===== src/rtl/odd_sequence_monitor.sv =====
// rtl/odd_sequence_monitor.sv - receive-side checker and lock detector for the 4-bit odd up/down counter stream
// Optional ODD_MON_ERRCNT_EN: enables the 8-bit saturating step_err counter on err_count.
module odd_sequence_monitor #(
    parameter int unsigned LOCK_COUNT = 2
) (
    input  logic       clk,
    input  logic       reset,
    input  logic       sample_valid,
    input  logic [3:0] din,
    output logic       dir,
    output logic       locked,
    output logic       step_err,
    output logic       wrap,
    output logic [2:0] pos,
    output logic [7:0] err_count
);

    typedef enum logic [1:0] {EMPTY, ACQ, LOCKED} state_t;

    localparam logic [3:0] LOCK_N = 4'(LOCK_COUNT);

    state_t     state, state_nx;
    logic [3:0] prev, prev_nx;
    logic [2:0] run, run_nx;
    logic       dir_nx, step_err_nx, wrap_nx;

    logic [3:0] prev_up, prev_dn, run_inc;
    logic       up_step, dn_step, legal, wrap_step;

    // Modulo-16 arithmetic makes 1111->0001 and 0001->1111 ordinary steps.
    assign prev_up   = prev + 4'd2;
    assign prev_dn   = prev - 4'd2;
    assign up_step   = (din == prev_up);
    assign dn_step   = (din == prev_dn);
    assign legal     = up_step || dn_step;
    assign wrap_step = (up_step && prev == 4'hF) || (dn_step && prev == 4'h1);
    assign run_inc   = {1'b0, run} + 4'd1;

    always_ff @(posedge clk or negedge reset) begin
        if (!reset) begin
            state    <= EMPTY;
            prev     <= 4'd0;
            run      <= 3'd0;
            dir      <= 1'b0;
            step_err <= 1'b0;
            wrap     <= 1'b0;
        end else begin
            state    <= state_nx;
            prev     <= prev_nx;
            run      <= run_nx;
            dir      <= dir_nx;
            step_err <= step_err_nx;
            wrap     <= wrap_nx;
        end
    end

    always_comb begin
        state_nx    = state;
        prev_nx     = prev;
        run_nx      = run;
        dir_nx      = dir;
        step_err_nx = 1'b0;
        wrap_nx     = 1'b0;
        if (sample_valid) begin
            case (state)
                EMPTY: begin
                    if (din[0]) begin
                        prev_nx  = din;
                        run_nx   = 3'd0;
                        state_nx = ACQ;
                    end else begin
                        step_err_nx = 1'b1;
                    end
                end
                ACQ, LOCKED: begin
                    if (legal) begin
                        prev_nx = din;
                        dir_nx  = up_step;
                        wrap_nx = wrap_step;
                        if (state == ACQ) begin
                            run_nx = run_inc[2:0];
                            if (run_inc == LOCK_N)
                                state_nx = LOCKED;
                        end
                    end else if (din[0]) begin
                        step_err_nx = 1'b1;
                        prev_nx     = din;
                        run_nx      = 3'd0;
                        state_nx    = ACQ;
                    end else begin
                        step_err_nx = 1'b1;
                        state_nx    = EMPTY;
                    end
                end
                default: state_nx = EMPTY;
            endcase
        end
    end

    // pos always tracks the last accepted odd sample held in prev.
    assign pos    = prev[3:1];
    assign locked = (state == LOCKED);

`ifdef ODD_MON_ERRCNT_EN
    always_ff @(posedge clk or negedge reset) begin
        if (!reset)
            err_count <= 8'd0;
        else if (step_err_nx && err_count != 8'hFF)
            err_count <= err_count + 8'd1;
    end
`else
    assign err_count = 8'd0;
`endif

endmodule


===== config.mk =====
export PLATFORM = sky130hd
export DESIGN_NAME = odd_sequence_monitor
export DESIGN_NICKNAME = d
export VERILOG_FILES = /design/src/rtl/odd_sequence_monitor.sv
export SDC_FILE = /design/constraint.sdc
export NUM_CORES = 1
export LEC_CHECK = 0
export BUFFER_PORTS_ARGS = -buffer_cell sky130_fd_sc_hd__buf_2
export CORE_MARGIN = 8
export CORE_UTILIZATION = 40
export DETAILED_ROUTE_END_ITERATION = 8
export GPL_ROUTABILITY_DRIVEN = 0
export PLACE_DENSITY_LB_ADDON = 0.08
export SLEW_MARGIN = 20
export SYNTH_ARGS = -nofsm -noshare
export SYNTH_HDL_FRONTEND = slang
export SYNTH_SLANG_ARGS = --single-unit
export TNS_END_PERCENT = 20

===== constraint.sdc =====
create_clock -name clk -period 5.1 [get_ports clk]
set_input_delay 0.255 -clock clk [delete_from_list [all_inputs] [get_ports clk]]
set_output_delay 0.255 -clock clk [all_outputs]
set_load 0.02 [all_outputs]

Word level (Yosys, flattened, before mapping)
Cells that the tools add are included.
W data, S select, Z words.
{ "totals": {"elab_cells": 50, "inputBits": 7, "output_inout_bits": 15, "register_bits": 12} }
{ "classes": {"n_reduce_logical": 11, "muxes": 20, "addsub": 3, "n_eq_ne": 10} }
{ "ops": {"columns": ["operator", "n"], "rows": [
  ["$mux W3", 3],
  ["$eq A4 B4 Y1", 2],
  ["$mux W2", 4],
  ["$mux W4", 2],
  ["$pmux W4 S2", 1],
  ["$mux W1", 7],
  ["$ne A3 B3 Y1 const B", 2],
  ["$pmux W3 S2", 1],
  ["$reduce_and A3 Y1", 2],
  ["$add A3 B1 Y4 const B", 1],
  ["$add A4 B2 Y4 const B", 1],
  ["$eq A4 B1 Y1 const B", 1],
  ["$eq A4 B2 Y1 const B", 1],
  ["$eq A4 B4 Y1 const B", 1],
  ["$pmux W2 S2", 1],
  ["$reduce_and A4 Y1", 1],
  ["$sub A4 B2 Y4 const B", 1],
  ["$eq A2 B1 Y1 const B", 1],
  ["$eq A2 B2 Y1 const B", 1],
  ["$logic_and A1 B1 Y1", 2],
  ["$logic_not A2 Y1", 1],
  ["$logic_or A1 B1 Y1", 2],
  ["$ne A2 B2 Y1 const B", 1],
  ["$pmux W1 S2", 1],
  ["other kinds (3)", 3]
]} }

Logic depth before layout (Yosys ltp)
{ "logic_depth": {"ltp_word": 7, "ltp_mapped": 7} }

Worst setup path before layout
OpenSTA, ideal clock, no wires.
{ "synth_timing": {"kind": "flip-flop to flip-flop", "from": "reg prev[1]", "to": "reg prev[1]", "arrival_ps": 2120, "setup_slack_ps": 2855, "required_time_ps": 4975, "path_stages_with_launch": 8, "setup_ps": 125, "cell_sequence": "dfrtp_1 inv_1 ha_1 xor2_1 mux2i_1 xnor2_1 o41ai_2 mux2_2"} }
{ "synth_between": {"elab_chain_len": 5, "elab_cells_between_ends": 8, "classes_between": "add/sub (2); eq/ne (2); mux (3); reduce/logical (1)"} }
{ "synth_rtl": {"columns": ["item", "line_no", "source"], "rows": [
  ["start, declared", "23", "logic [3:0] prev, prev_nx;"],
  ["start signal, assigned", "49", "prev <= prev_nx;"],
  ["$add A4 B2 Y4 or $sub A4 B2 Y4 (tied branches)", "31, 32", null],
  ["$eq A4 B4 Y1, on equally long branches", "33, 34", null],
  ["$logic_or A1 B1 Y1", "35", "assign legal = up_step || dn_step;"],
  ["$mux W4", "76", "if (legal) begin"],
  ["$pmux W4 S2 (*)", "65", "case (state)"]
]} }
Mark *: on every way between the ends. The rest lies on a longest branch, timed or not.
A chain may end at the register's enable or synchronous reset.

Worst setup path after layout
{ "layout_timing": {"from": "reg prev[1]", "to": "reg prev[2]"} }
{ "layout_between": {"elab_chain_len": 5, "elab_cells_between_ends": 7, "classes_between": "add/sub (2); eq/ne (2); mux (2); reduce/logical (1)"} }
{ "layout_rtl": {"columns": ["item", "line_no"], "rows": [
  ["$add A4 B2 Y4 or $sub A4 B2 Y4 (tied branches)", "31, 32"],
  ["$eq A4 B4 Y1, on equally long branches", "33, 34"],
  ["$logic_or A1 B1 Y1 (*)", "35"],
  ["$mux W4 (*)", "76"],
  ["$pmux W4 S2 (*)", "65"]
]} }
Marks and branches as above.

==> impl_metrics.py <==
metrics = {
    "clock_network": {
        "insertion_delay_ns": 0.27,
        "hold_buffers": 1,
        "cts.clk_slew.worst_paths_ns": 0.08,
        "cts_tree": "yes",
        "clock-sinks": 12,
        "ctsHtreeMaxLevel": 1,
        "cts_resized": 0,
        "cts.path.max_buffers": 2,
        "cts_buffers": 3,
        "cts_setup_buffers": 0,
        "cts-root-buf": "clkbuf_4",
    },
    "route": {
        "ant_nets": 0,
        "post_drt_wl_per_cell_um": 12.5,
        "drt_first_pass_iters": 4,
        "drt_iter0_drc": 4,
        "drt-total-wl_mm": 1.76,
        "via_per_inst": 4.87,
        "vias": 686,
        "drcViolationCount": 0,
    },
    "logic_synthesis": {
        "yosys-top-cells-area": "dfrtp_1 32%, ha_1 12%, buf_4 8.8%, xnor2_1 4.7%, inv_1 3.6%",
        "ys_ff_latch": 12,
        "synthArstFlopShare": 1.00,
        "synth_edf_count": 0,
        "synthTopCellsByCount": "12 x dfrtp_1, 11 x buf_4, 9 x ha_1, 9 x inv_1, 8 x nand2_1",
        "netlist_area_um2": 935,
        "seq_area_frac_synth": 0.321,
        "synth_area_per_cell_um2": 9.44,
        "yosys.area.top_type_share": 0.321,
        "synth.most_common_cell": "dfrtp_1",
        "ys_types": 32,
        "synth-main-ff-cell": "dfrtp_1",
        "netlist_instances": 99,
        "yosysTopAreaCell": "dfrtp_1",
        "yosysWarnings": 0,
    },
    "worst_setup_path": {
        "path_depth": 7,
        "crit_end": "prev[2]",
        "crit_chain": "inv_1 -> ha_1 -> xor2_1 -> mux2i_1 -> xnor2_1 -> o41ai_2 -> mux2_2",
        "rr_worst_depth": 7,
        "cpLargestDelayFamily": "multiplexers",
        "critPathRequiredTime_ns": 5.26,
        "crit_fanout": 7,
        "critPathKind": "register to register",
        "worstReg2RegStart": "prev[1]",
        "crit_path_end_kind": "register",
        "critPathBufInv": 1,
        "arrival_ns": 2.63,
        "cp-start-kind": "register",
        "crit_path_top_delay_cell": "dfrtp_1",
        "slowest_delay_ns": 0.46,
        "r2r_end": "prev[2]",
        "regToRegSetupSlack_ns": 2.64,
        "crit_start": "prev[1]",
    },
    "pwr": {
        "ir_drop_v": 0.000207,
        "leakage_uw": 0.000503,
        "powerDensity_mw_per_mm2": 424,
    },
    "timing": {
        "whs_ns": 0.241,
        "report.final.setup_viol": 0,
        "timing.fmax_ghz": 0.406,
        "slew_viol_final": 0,
        "rsz0062_at_grt": "false",
        "finalCritPeriodShare": 0.483,
        "skew_ns": 0.00234,
        "finalSetupTns_ns": 0,
        "period_minus_slack_ns": 2.46,
        "finalHoldViolations": 0,
    },
    "layout": {
        "drive_gt1_frac": 0.212,
        "multi_input_area_um2": 544,
        "diodes": 0,
        "layout.cells.non_filler": 141,
        "regArea_um2": 300,
        "fin_nets": 130,
        "n_fill_cell": 238,
        "syn_to_final_growth_pct": 9.64,
    },
    "global_routing": {
        "grt_pass1_wl_mm": 3.11,
        "gr-total-overflow": 0,
        "antenna_found_initial": 0,
        "grt_pass1_vias": 700,
        "grt_use_total": 0.0912,
        "use_met3": 0.0192,
        "use_met1": 0.116,
        "top_usage_layer": "met2",
        "grt_start_max_net_pins": 13,
        "grt_use_met2": 0.140,
    },
    "die": {
        "die_area_mm2": 0.00414,
        "num_rows": 17,
        "die_w_um": 64.3,
        "start_util": 0.423,
        "core_mm2": 0.00221,
        "fp.dieH_um": 64.3,
        "boundaryPins": 22,
    },
    "run": {
        "max-cap-violations": 0,
    },
    "worst_hold_path": {
        "hold_path_class": "input port to register",
    },
    "status": {
        "status": "finished, final reports clean",
    },
    "place": {
        "dp_cells": 136,
        "io_buffers": 13,
        "hpwlAfterDp_mm": 1.45,
    },
}
==> where the power goes <==
group          internal, µW  switching, µW
combinational          88.8            123
sequential              119           26.9
clock                  43.4           34.6
==> state kept, by name, summed over array words and instances, names as in the netlist <==
register	count
step_err	1
run	3
dir	1
state	2
prev	4
wrap	1
==> final cells by class <==
cell class                 instances  share of cell area
multi-input combinational         74               0.531
sequential                        12               0.293
timing repair buffer              14              0.0733
clock buffer                       4              0.0354
tap                               28              0.0342
inverter                           9              0.0330
==> worst min-delay path by stage <==
stage	from	end	slack, ns	cells past startpoint
final	din[1]	prev[1]	0.24	2
after global routing	din[1]	prev[1]	0.23	2
after CTS	din[1]	prev[1]	0.23	2
after detailed placement	reset	dir	0.16	1
after global placement	reset	wrap	0.16	1
after floorplan	reset	dir	-0.04	0
==> layout by cell type (no fill, tap or decap) <==
cell / count
dlygate4sd3_1: 1
mux2_4: 1
o21a_1: 1
clkbuf_4: 3
nor3_1: 2
clkbuf_8: 1
or2_2: 2
and4_1: 1
ha_1: 9
o21ai_0: 5
o22a_1: 1
a22o_1: 3
conb_1: 8
nand2_1: 8
nand4b_1: 1
o22ai_1: 1
mux2_2: 3
a221o_1: 1
nor2_1: 3
inv_1: 9
a32oi_1: 1
nand2b_1: 2
o41ai_2: 1
xnor2_1: 5
xor2_1: 2
nand3_1: 2
and2_1: 1
buf_2: 13
nor4_1: 2
dfrtp_1: 12
a21oi_1: 2
or2_1: 1
mux2i_1: 3
or3_1: 1
o211ai_1: 1
==> routing by layer <==
| metal | vias up | part of all wire |
|---|---|---|
| li1 | 355 | - |
| met4 | 0 | 0.014 |
| met5 | - | 0 |
| met2 | 14 | 0.44 |
| met3 | 4 | 0.044 |
| met1 | 313 | 0.50 |
==> cell families (layout without fill, tap and decap cells) <==
logic type,after synthesis,after routing,share of synthesized area
mux,7,7,0.0843
other cells,1,8,0.00401
flops,12,12,0.321
compound gates,17,17,0.135
fa+ha+maj,9,9,0.120
buf+inv,20,27,0.124
simple gates,26,26,0.145
xor+xnor,7,7,0.0656
==> per-stage QoR <==
step / util / instance area [µm²] / setup WS, ns / total power (µW)
after floorplan: - / 961 / 2.85 / 324
after global placement: 0.442 / 978 / 2.71 / 359
after detailed placement: 0.442 / 978 / 2.63 / 362
after CTS: 0.463 / 1020 / 2.62 / 443
after global routing: 0.463 / 1020 / 2.42 / 477
final: 0.463 / 1020 / 2.64 / 435
(Power assumes the default switching activity.)
